[config.mk]
export PLATFORM = sky130hd
export DESIGN_NAME = seven_seg_reader
export DESIGN_NICKNAME = d
export VERILOG_FILES = /design/src/rtl/seven_seg_reader.sv
export SDC_FILE = /design/constraint.sdc
export NUM_CORES = 1
export LEC_CHECK = 0
export BUFFER_PORTS_ARGS = -buffer_cell sky130_fd_sc_hd__buf_4
export CAP_MARGIN = 20
export CELL_PAD_IN_SITES_DETAIL_PLACEMENT = 1
export CELL_PAD_IN_SITES_GLOBAL_PLACEMENT = 1
export CORE_MARGIN = 8
export CORE_UTILIZATION = 45
export CTS_CLUSTER_SIZE = 30
export DETAILED_ROUTE_END_ITERATION = 10
export GPL_TIMING_DRIVEN = 0
export PLACE_DENSITY_LB_ADDON = 0.25
export SYNTH_ARGS = -nofsm -noshare
export SYNTH_HDL_FRONTEND = slang
export SYNTH_SLANG_ARGS = --single-unit
[constraint.sdc]
create_clock -name clk -period 9.4 [get_ports clk]
set_input_delay 0.94 -clock clk [delete_from_list [all_inputs] [get_ports clk]]
set_output_delay 0.94 -clock clk [all_outputs]
set_load 0.1 [all_outputs]
[src/rtl/seven_seg_reader.sv]
// ---------------------------------------------------------------------------
// seven_seg_reader
//
// Monitors a multiplexed seven-segment display bus and recovers the hex digit
// and position being shown. The bus is synchronised and debounced; each stable
// pattern is decoded once, and accepted digits are assembled into a 32-bit
// frame (nibble i = last digit seen at position i).
//
// Optional feature macro: SEG_READER_ERR_EN
//   defined   -> 'err' port present, pulses on multi-anode / illegal patterns
//   undefined -> 'err' port absent, such patterns are dropped silently
//
// Parameters
//   STABLE_CYCLES : consecutive identical synchronised samples needed (1..255)
//
// Ports
//   clk, rst            : clock, asynchronous active-high reset
//   seg_a..seg_g        : segment lines, active low
//   an_0..an_7          : anode lines, active low
//   digit_out, pos_out  : last accepted digit and its position
//   valid               : one-cycle pulse when digit_out/pos_out update
//   frame_out           : assembled 8-digit frame
//   frame_done          : one-cycle pulse when all 8 positions were written
//   err                 : one-cycle pulse on rejected evaluation (optional)
// ---------------------------------------------------------------------------
module seven_seg_reader #(
   parameter int STABLE_CYCLES = 4
) (
   input  logic        clk,
   input  logic        rst,
   input  logic        seg_a,
   input  logic        seg_b,
   input  logic        seg_c,
   input  logic        seg_d,
   input  logic        seg_e,
   input  logic        seg_f,
   input  logic        seg_g,
   input  logic        an_0,
   input  logic        an_1,
   input  logic        an_2,
   input  logic        an_3,
   input  logic        an_4,
   input  logic        an_5,
   input  logic        an_6,
   input  logic        an_7,
   output logic [3:0]  digit_out,
   output logic [2:0]  pos_out,
   output logic        valid,
   output logic [31:0] frame_out,
   output logic        frame_done
`ifdef SEG_READER_ERR_EN
   ,
   output logic        err
`endif
);

   localparam logic [7:0] STABLE_LIM = 8'(STABLE_CYCLES);

   typedef enum logic [1:0] {IDLE, SETTLE, HOLD} state_t;

   // bus layout: [14:7] anodes 7..0, [6:0] segments a..g (a is bit 6)
   logic [14:0] bus;
   logic [14:0] sync1;
   logic [14:0] s;
   logic [14:0] p;

   state_t      state, state_next;
   logic [7:0]  count, count_next;
   logic        eval;

   logic [7:0]  an_sel;
   logic [6:0]  seg_lit;
   logic [3:0]  dec_digit;
   logic        dec_legal;
   logic [2:0]  pos_idx;
   logic        one_hot;
   logic        accept;
   logic [7:0]  seen;
   logic [7:0]  seen_set;

   assign bus = {an_7, an_6, an_5, an_4, an_3, an_2, an_1, an_0,
                 seg_a, seg_b, seg_c, seg_d, seg_e, seg_f, seg_g};

   assign an_sel  = ~s[14:7];
   assign seg_lit = ~s[6:0];

   // FSM state register
   always_ff @(posedge clk or posedge rst) begin
      if (rst) begin
         state <= IDLE;
         count <= '0;
      end else begin
         state <= state_next;
         count <= count_next;
      end
   end

   // Next state: any change restarts the stability count, regardless of state.
   always_comb begin
      state_next = state;
      count_next = count;
      eval       = 1'b0;
      if (s != p) begin
         count_next = '0;
         state_next = (&s[14:7]) ? IDLE : SETTLE;
      end else begin
         case (state)
            SETTLE: begin
               count_next = count + 8'd1;
               if (count + 8'd1 == STABLE_LIM) begin
                  eval       = 1'b1;
                  state_next = HOLD;
               end
            end
            default: ; // IDLE and HOLD wait for a change; counter holds
         endcase
      end
   end

   // Segment pattern -> hex value
   always_comb begin
      dec_digit = 4'h0;
      dec_legal = 1'b1;
      case (seg_lit)
         7'h7E: dec_digit = 4'h0;
         7'h30: dec_digit = 4'h1;
         7'h6D: dec_digit = 4'h2;
         7'h79: dec_digit = 4'h3;
         7'h33: dec_digit = 4'h4;
         7'h5B: dec_digit = 4'h5;
         7'h5F: dec_digit = 4'h6;
         7'h70: dec_digit = 4'h7;
         7'h7F: dec_digit = 4'h8;
         7'h7B: dec_digit = 4'h9;
         7'h77: dec_digit = 4'hA;
         7'h1F: dec_digit = 4'hB;
         7'h4E: dec_digit = 4'hC;
         7'h3D: dec_digit = 4'hD;
         7'h4F: dec_digit = 4'hE;
         7'h47: dec_digit = 4'hF;
         default: dec_legal = 1'b0;
      endcase
   end

   // Anode index (only meaningful when exactly one anode is selected)
   always_comb begin
      pos_idx = '0;
      for (int i = 0; i < 8; i++) begin
         if (an_sel[i]) pos_idx = 3'(i);
      end
   end

   assign one_hot  = $onehot(an_sel);
   assign accept   = eval & one_hot & dec_legal;
   assign seen_set = seen | (8'd1 << pos_idx);

   // Synchroniser, previous-sample register and output datapath
   always_ff @(posedge clk or posedge rst) begin
      if (rst) begin
         sync1      <= '1;
         s          <= '1;
         p          <= '1;
         digit_out  <= '0;
         pos_out    <= '0;
         valid      <= 1'b0;
         frame_out  <= '0;
         frame_done <= 1'b0;
         seen       <= '0;
      end else begin
         sync1      <= bus;
         s          <= sync1;
         p          <= s;
         valid      <= accept;
         frame_done <= 1'b0;
         if (accept) begin
            digit_out                     <= dec_digit;
            pos_out                       <= pos_idx;
            frame_out[{pos_idx, 2'b00} +: 4] <= dec_digit;
            // completing the set of positions starts a fresh frame
            if (seen_set == 8'hFF) begin
               frame_done <= 1'b1;
               seen       <= '0;
            end else begin
               seen       <= seen_set;
            end
         end
      end
   end

`ifdef SEG_READER_ERR_EN
   always_ff @(posedge clk or posedge rst) begin
      if (rst) begin
         err <= 1'b0;
      end else begin
         err <= eval & ~accept;
      end
   end
`endif

endmodule

# --- Word level (Yosys, flattened, before mapping) ---
# Index checks and enable logic that the tools add are counted.
# W data, S select, Z words.
classes:
  add_sub_neg: 9
  n_shift: 3
  muxes: 22
  reduce_logical: 5
  n_bitwise: 5
  eq_ne: 21
op_table:
  columns: ["operator", "n"]
  rows:
  - ["$eq A7 B7 Y1 const B", 12]
  - ["$pmux W4 S15", 1]
  - ["$bwmux W32", 1]
  - ["$shift A4 B7 Y32 const A", 1]
  - ["$shiftx A4 B7 Y32", 1]
  - ["$mux W8", 3]
  - ["$eq A7 B6 Y1 const B", 3]
  - ["$mux W3", 6]
  - ["$reduce_or A16 Y1", 1]
  - ["$ne A15 B15 Y1", 1]
  - ["$add A1 B1 Y2", 4]
  - ["$add A8 B1 Y8 const B", 1]
  - ["$eq A8 B3 Y1 const B", 1]
  - ["$eq A8 B8 Y1 const B", 1]
  - ["$mux W1", 8]
  - ["$not A8 Y8", 1]
  - ["$or A8 B8 Y8", 1]
  - ["$reduce_and A8 Y1", 1]
  - ["$shl A1 B3 Y8 const A", 1]
  - ["$eq A7 B5 Y1 const B", 1]
  - ["$neg A5 Y7", 1]
  - ["$not A7 Y7", 1]
  - ["$add A2 B2 Y3", 2]
  - ["$mux W2", 3]
  - ["other kinds (6)", 8]
totals:
  regBits: 104
  inputBits: 17
  out_inout_bits: 41
  word_cells: 76

# --- Depth between registers and ports, before layout ---
depth:
  word_depth: 13
  mapped_depth: 14

# --- Worst setup path after synthesis ---
# OpenSTA, ideal clock, no wires.
synth_path:
  kind: "flip-flop to flip-flop"
  startpoint: "reg s[8]"
  endpoint: "reg frame_out[0]"
  setup_slack_ns: 5.336
  period_less_slack_ns: 4.064
  arrival_time_ns: 3.939
  stages_incl_launch_ff: 14
  setup_time_ns: 0.125
  path_cell_list: "dfstp_2 > fa_1 > inv_1 > fa_1 > fa_1 > ha_1 > inv_1 > fa_1 > a211oi_1 > mux2i_1 > nor2_1 > nand4_4 > or3_4 > mux2_4"
synth_via:
  elab_chain_len: 11
  elab_cells_between_ends: 20
synth_rtl:
  columns: ["item", "line", "rtl"]
  rows:
  - ["start, declared", "64", "logic [14:0] s;"]
  - ["start signal, assigned", "171", "s <= sync1;"]
  - ["$not A8 Y8", "84", "assign an_sel = ~s[14:7];"]
  - ["$mux W1", "149", "if (an_sel[i]) pos_idx = 3'(i);"]
  - ["$mux W3 (6 in a row)", "149", null]
  - ["$neg A5 Y7", "178", "frame_out[{pos_idx, 2'b00} +: 4] <= dec_digit;"]
  - ["$shiftx A4 B7 Y32 or $shift A4 B7 Y32 (tied branches)", "178", null]
  - ["$bwmux W32", "178", null]
  - ["end signal, assigned by index", "178", null]
  - ["end, declared", "49", "output logic [31:0] frame_out,"]
# Parallel ways exist; a longest one is shown, timed or not.
# A chain may end at the register's enable or synchronous reset.

# --- Worst setup path in the final report ---
layout_path:
  startpoint: "reg s[8]"
  endpoint: "reg digit_out[2]"
layout_via:
  elab_chain_len: 7
  elab_cells_between_ends: 9
layout_rtl:
  columns: ["item", "line", "rtl"]
  rows:
  - ["$not A8 Y8", "84", null]
  - ["$add A1 B1 Y2 (implied by the code)", "153", "assign one_hot = $onehot(an_sel);"]
  - ["$add A2 B2 Y3 (implied by the code)", "153", null]
  - ["$add A3 B3 Y4 (implied by the code)", "153", null]
  - ["$eq A4 B1 Y1", "153", null]
  - ["$and A1 B1 Y1 * (2 in a row)", "154", "assign accept = eval & one_hot & dec_legal;"]
  - ["end signal, assigned", "176", "digit_out <= dec_digit;"]
  - ["end, declared", "46", "output logic [3:0] digit_out,"]
# Mark *: on every way between the ends. The rest lies on a longest branch, timed or not.

==> results.rst <==
.. list-table::
   :header-rows: 1

   * - Metric
     - Value
   * - Post_cts resized
     - 0
   * - Setup repair after global routing missed its margin
     - false
   * - Via count of the first global-routing pass
     - 3532
   * - Timing-limited maximum frequency
     - 223 MHz
   * - Number of nets in the final layout
     - 488
   * - Total vias in the final route
     - 3200
   * - DRC
     - 0
   * - Critical path endpoint category
     - register
   * - Setup Skew
     - 0.0114 ns
   * - Average instance area after synthesis
     - 12.4 µm²
   * - Slew at the pin closest to its max-slew limit
     - 0.983 ns
   * - Maximum fanout count along the critical path
     - 10
   * - Mean number of vias per cell
     - 5.37
   * - Clock Sinks
     - 104
   * - Total power density per cell area
     - 144 nW/µm²
   * - Area Overhead vs Synth
     - 16.7%
   * - Num CTS Buffers
     - 9
   * - Syn_nets
     - 419
   * - Starting density of the core
     - 46.3%
   * - Reg clk slew, reported paths
     - 0.10 ns
   * - Number of enable-type register cells in the synthesized netlist
     - 0
   * - Area of the die
     - 14200 µm²
   * - # IOs
     - 58
   * - Number of fill cells in the layout
     - 1101
   * - Register bit count reported by yosys
     - 104
   * - Clk_lat worst skew
     - 0.39 ns
   * - DPL Wire Length
     - 8.06 mm
   * - Maximum number of pins on one net before global-route repair
     - 55
   * - Outcome
     - completed
   * - Final sum of negative setup slack
     - 0 ns
   * - Total global-route track usage
     - 16.5%
   * - Die span in x
     - 119 µm
   * - Type of the worst setup path
     - register to register
   * - Number of buffer cells added on primary ports
     - 57
   * - Number of violations of the max-capacitance limit
     - 0
   * - Final count of pins violating max slew
     - 0
   * - Row count
     - 37
   * - Final WL
     - 11.1 mm
   * - WP data arrival
     - 4.77 ns
   * - Register-to-Register Setup Slack
     - 4.91 ns
   * - Antenna fix cells
     - 0
   * - Total of warnings raised by yosys
     - 0
   * - Share of layout cells above drive strength 1
     - 33.0%
   * - VDD IR-drop max
     - 0.108 mV
   * - Leakage power
     - 0.00261 µW
   * - Setup violation total in the final timing report
     - 0
   * - Root Buffer
     - sky130_fd_sc_hd__clkbuf_8
   * - Buffer depth of the longest clock path
     - 2
   * - Number of setup buffers added after CTS
     - 0
   * - Deepest level of the CTS H-tree
     - 3
   * - Post-synth top flop
     - sky130_fd_sc_hd__dfrtp_1
   * - Synth cell types
     - 59
   * - Seq/Total Area, Yosys
     - 55.6%
   * - Area of the mapped netlist
     - 4780 µm²
   * - Portion of the clock cycle consumed by the worst path in the final layout
     - 47.8%
   * - Final hold violations
     - 0
   * - Post-layout minimum cycle time
     - 4.49 ns
   * - Synth Instances
     - 386
   * - Crit start category
     - register
   * - Area inside the core boundary
     - 10300 µm²
   * - Clock tree from TritonCTS
     - built
   * - Worst min path class
     - register to register
   * - First-pass GRT wire length
     - 18.7 mm
   * - Avg WL per Cell
     - 18.5 µm
   * - Global route total overflow
     - 0
   * - Total design power
     - 804 µW
   * - Required @ worst endpoint
     - 9.68 ns
   * - Count of TritonRoute iterations in the first routing pass
     - 4
   * - Proportion of synthesized flip-flops having asynchronous set or reset
     - 100%
   * - Count of antenna-violating nets left after detailed routing
     - 0
   * - Initial antenna violation count
     - 0
   * - Iteration-0 DRC count of the detailed router
     - 198
   * - Worst rel slew slack
     - 33.9%
   * - Placer's final routability congestion estimate
     - 0.847
   * - Die Y
     - 119 µm
   * - CTS Hold Buffers Added
     - 0
[critical path, cell delays in order (launching register included)]
cell	delay, ns
sky130_fd_sc_hd__dfstp_2	0.64
sky130_fd_sc_hd__fa_1	0.45
sky130_fd_sc_hd__inv_1	0.08
sky130_fd_sc_hd__fa_1	0.42
sky130_fd_sc_hd__fa_1	0.50
sky130_fd_sc_hd__ha_1	0.17
sky130_fd_sc_hd__inv_1	0.06
sky130_fd_sc_hd__fa_1	0.38
sky130_fd_sc_hd__a211oi_1	0.22
sky130_fd_sc_hd__mux2i_1	0.10
sky130_fd_sc_hd__nor2_1	0.23
sky130_fd_sc_hd__and4_1	0.36
sky130_fd_sc_hd__buf_4	0.23
sky130_fd_sc_hd__nand2_2	0.17
sky130_fd_sc_hd__mux2_1	0.38
[synthesized netlist by cell type (all sizes together) (2+ instances only)]
cell type	n	area, µm²
or3	2	17.5
or4	2	15.0
nor2b	8	50.1
dfrtp	59	1480
nand4b	2	17.5
and3	3	18.8
and3b	2	17.5
and4	3	26.3
xor2	5	43.8
ha	12	150
nand2	16	62.6
nor3	7	40.0
buf	12	62.6
nor4b	4	35.0
o21ai	15	75.1
xnor2	19	166
mux2	36	420
a21oi	6	30.0
nor2	32	120
a31o	2	17.5
a211oi	2	15.0
nand4	11	90.1
nand3	8	45.0
nor3b	6	45.0
nor4	5	76.3
dfstp	45	1180
a32oi	2	17.5
a31oi	5	31.3
nor4bb	2	20.0
o31ai	4	30.0
nand2b	3	18.8
inv	17	63.8
fa	4	80.1
a21o	4	30.0
a41oi	6	52.6
clkbuf	3	11.3
[per-layer routing]
| layer | GRT usage, % | vias up | share of wire (%) |
|---|---|---|---|
| met5 | 0 | - | 0 |
| met4 | 4.43 | 0 | 1.0 |
| met3 | 7.09 | 11 | 6.6 |
| met2 | 25.9 | 60 | 48 |
| met1 | 20.4 | 1626 | 45 |
| li1 | - | 1503 | - |
[per-stage QoR]
stage	hold slack [ns]	instance area [µm²]	std cells	setup WS [ns]	util, %
floorplan	0.345	4780	386	5.34	-
global placement	0.345	5380	579	4.69	52.1
detailed placement	0.347	5410	580	4.88	52.4
CTS	0.360	5580	596	4.87	54.0
global route	0.368	5580	596	4.65	54.0
finish	0.360	5580	596	4.91	54.0
[final cells by class]
type / count / area (µm²) / area share [%]
buffer: 15 / 73.8 / 1.32
clock buffer: 10 / 128 / 2.29
clock inverter: 6 / 42.5 / 0.763
inverter: 18 / 70.1 / 1.26
multi-input combinational: 249 / 1980 / 35.5
sequential: 104 / 2660 / 47.7
tap: 136 / 170 / 3.05
timing repair buffer: 58 / 455 / 8.17
[worst paths after layout]
| path | depth (start not counted) | end | from |
|---|---|---|---|
| max | 14 | digit_out[2] | s[8] |
| min | 0 | s[8] | sync1[8] |
| max reg2reg | 14 | digit_out[2] | s[8] |
| min reg2reg | 0 | s[8] | sync1[8] |
| max in group asynchronous | 3 | sync1[6] | rst |
| min in group asynchronous | 2 | count[6] | rst |
[flip-flops by register name (all words and copies together) (netlist names)]
register / flops
frame_done: 1
valid: 1
count: 8
seen: 8
s: 15
pos_out: 3
frame_out: 32
digit_out: 4
p: 15
sync1: 15
state: 2
[kinds of logic (layout without fill, tap and decap cells)]
| logic type | Yosys count | in the layout | synth area share [%] |
|---|---|---|---|
| mux | 37 | 37 | 9.01 |
| fa+ha+maj | 16 | 16 | 4.82 |
| flops | 104 | 104 | 55.6 |
| buf+inv | 33 | 107 | 2.96 |
| compound gates | 53 | 53 | 7.62 |
| xor+xnor | 24 | 24 | 4.40 |
| simple gates | 119 | 119 | 15.6 |
[cells in the final DEF (no fill, tap or decap), types with 9 or more instances in the layout]
master                     Yosys  layout
sky130_fd_sc_hd__buf_2        11      11
sky130_fd_sc_hd__buf_4         1      58
sky130_fd_sc_hd__clkbuf_8      0       9
sky130_fd_sc_hd__dfrtp_1      59      59
sky130_fd_sc_hd__dfstp_2      45      45
sky130_fd_sc_hd__ha_1         12      12
sky130_fd_sc_hd__inv_1        17      16
sky130_fd_sc_hd__mux2_1       28      28
sky130_fd_sc_hd__nand2_1      15      15
sky130_fd_sc_hd__nand4_1       9       9
sky130_fd_sc_hd__nor2_1       32      32
sky130_fd_sc_hd__o21ai_0      13      13
sky130_fd_sc_hd__xnor2_1      19      19
[power breakdown]
| part | leakage (µW) | switching (µW) | internal [µW] | total, µW |
|---|---|---|---|---|
| clock network | 0.0000831 | 157 | 97.3 | 255 |
| registers | 0.00129 | 8.17 | 465 | 473 |
| logic | 0.00123 | 47.0 | 29.1 | 76.1 |
(Power assumes the default switching activity.)
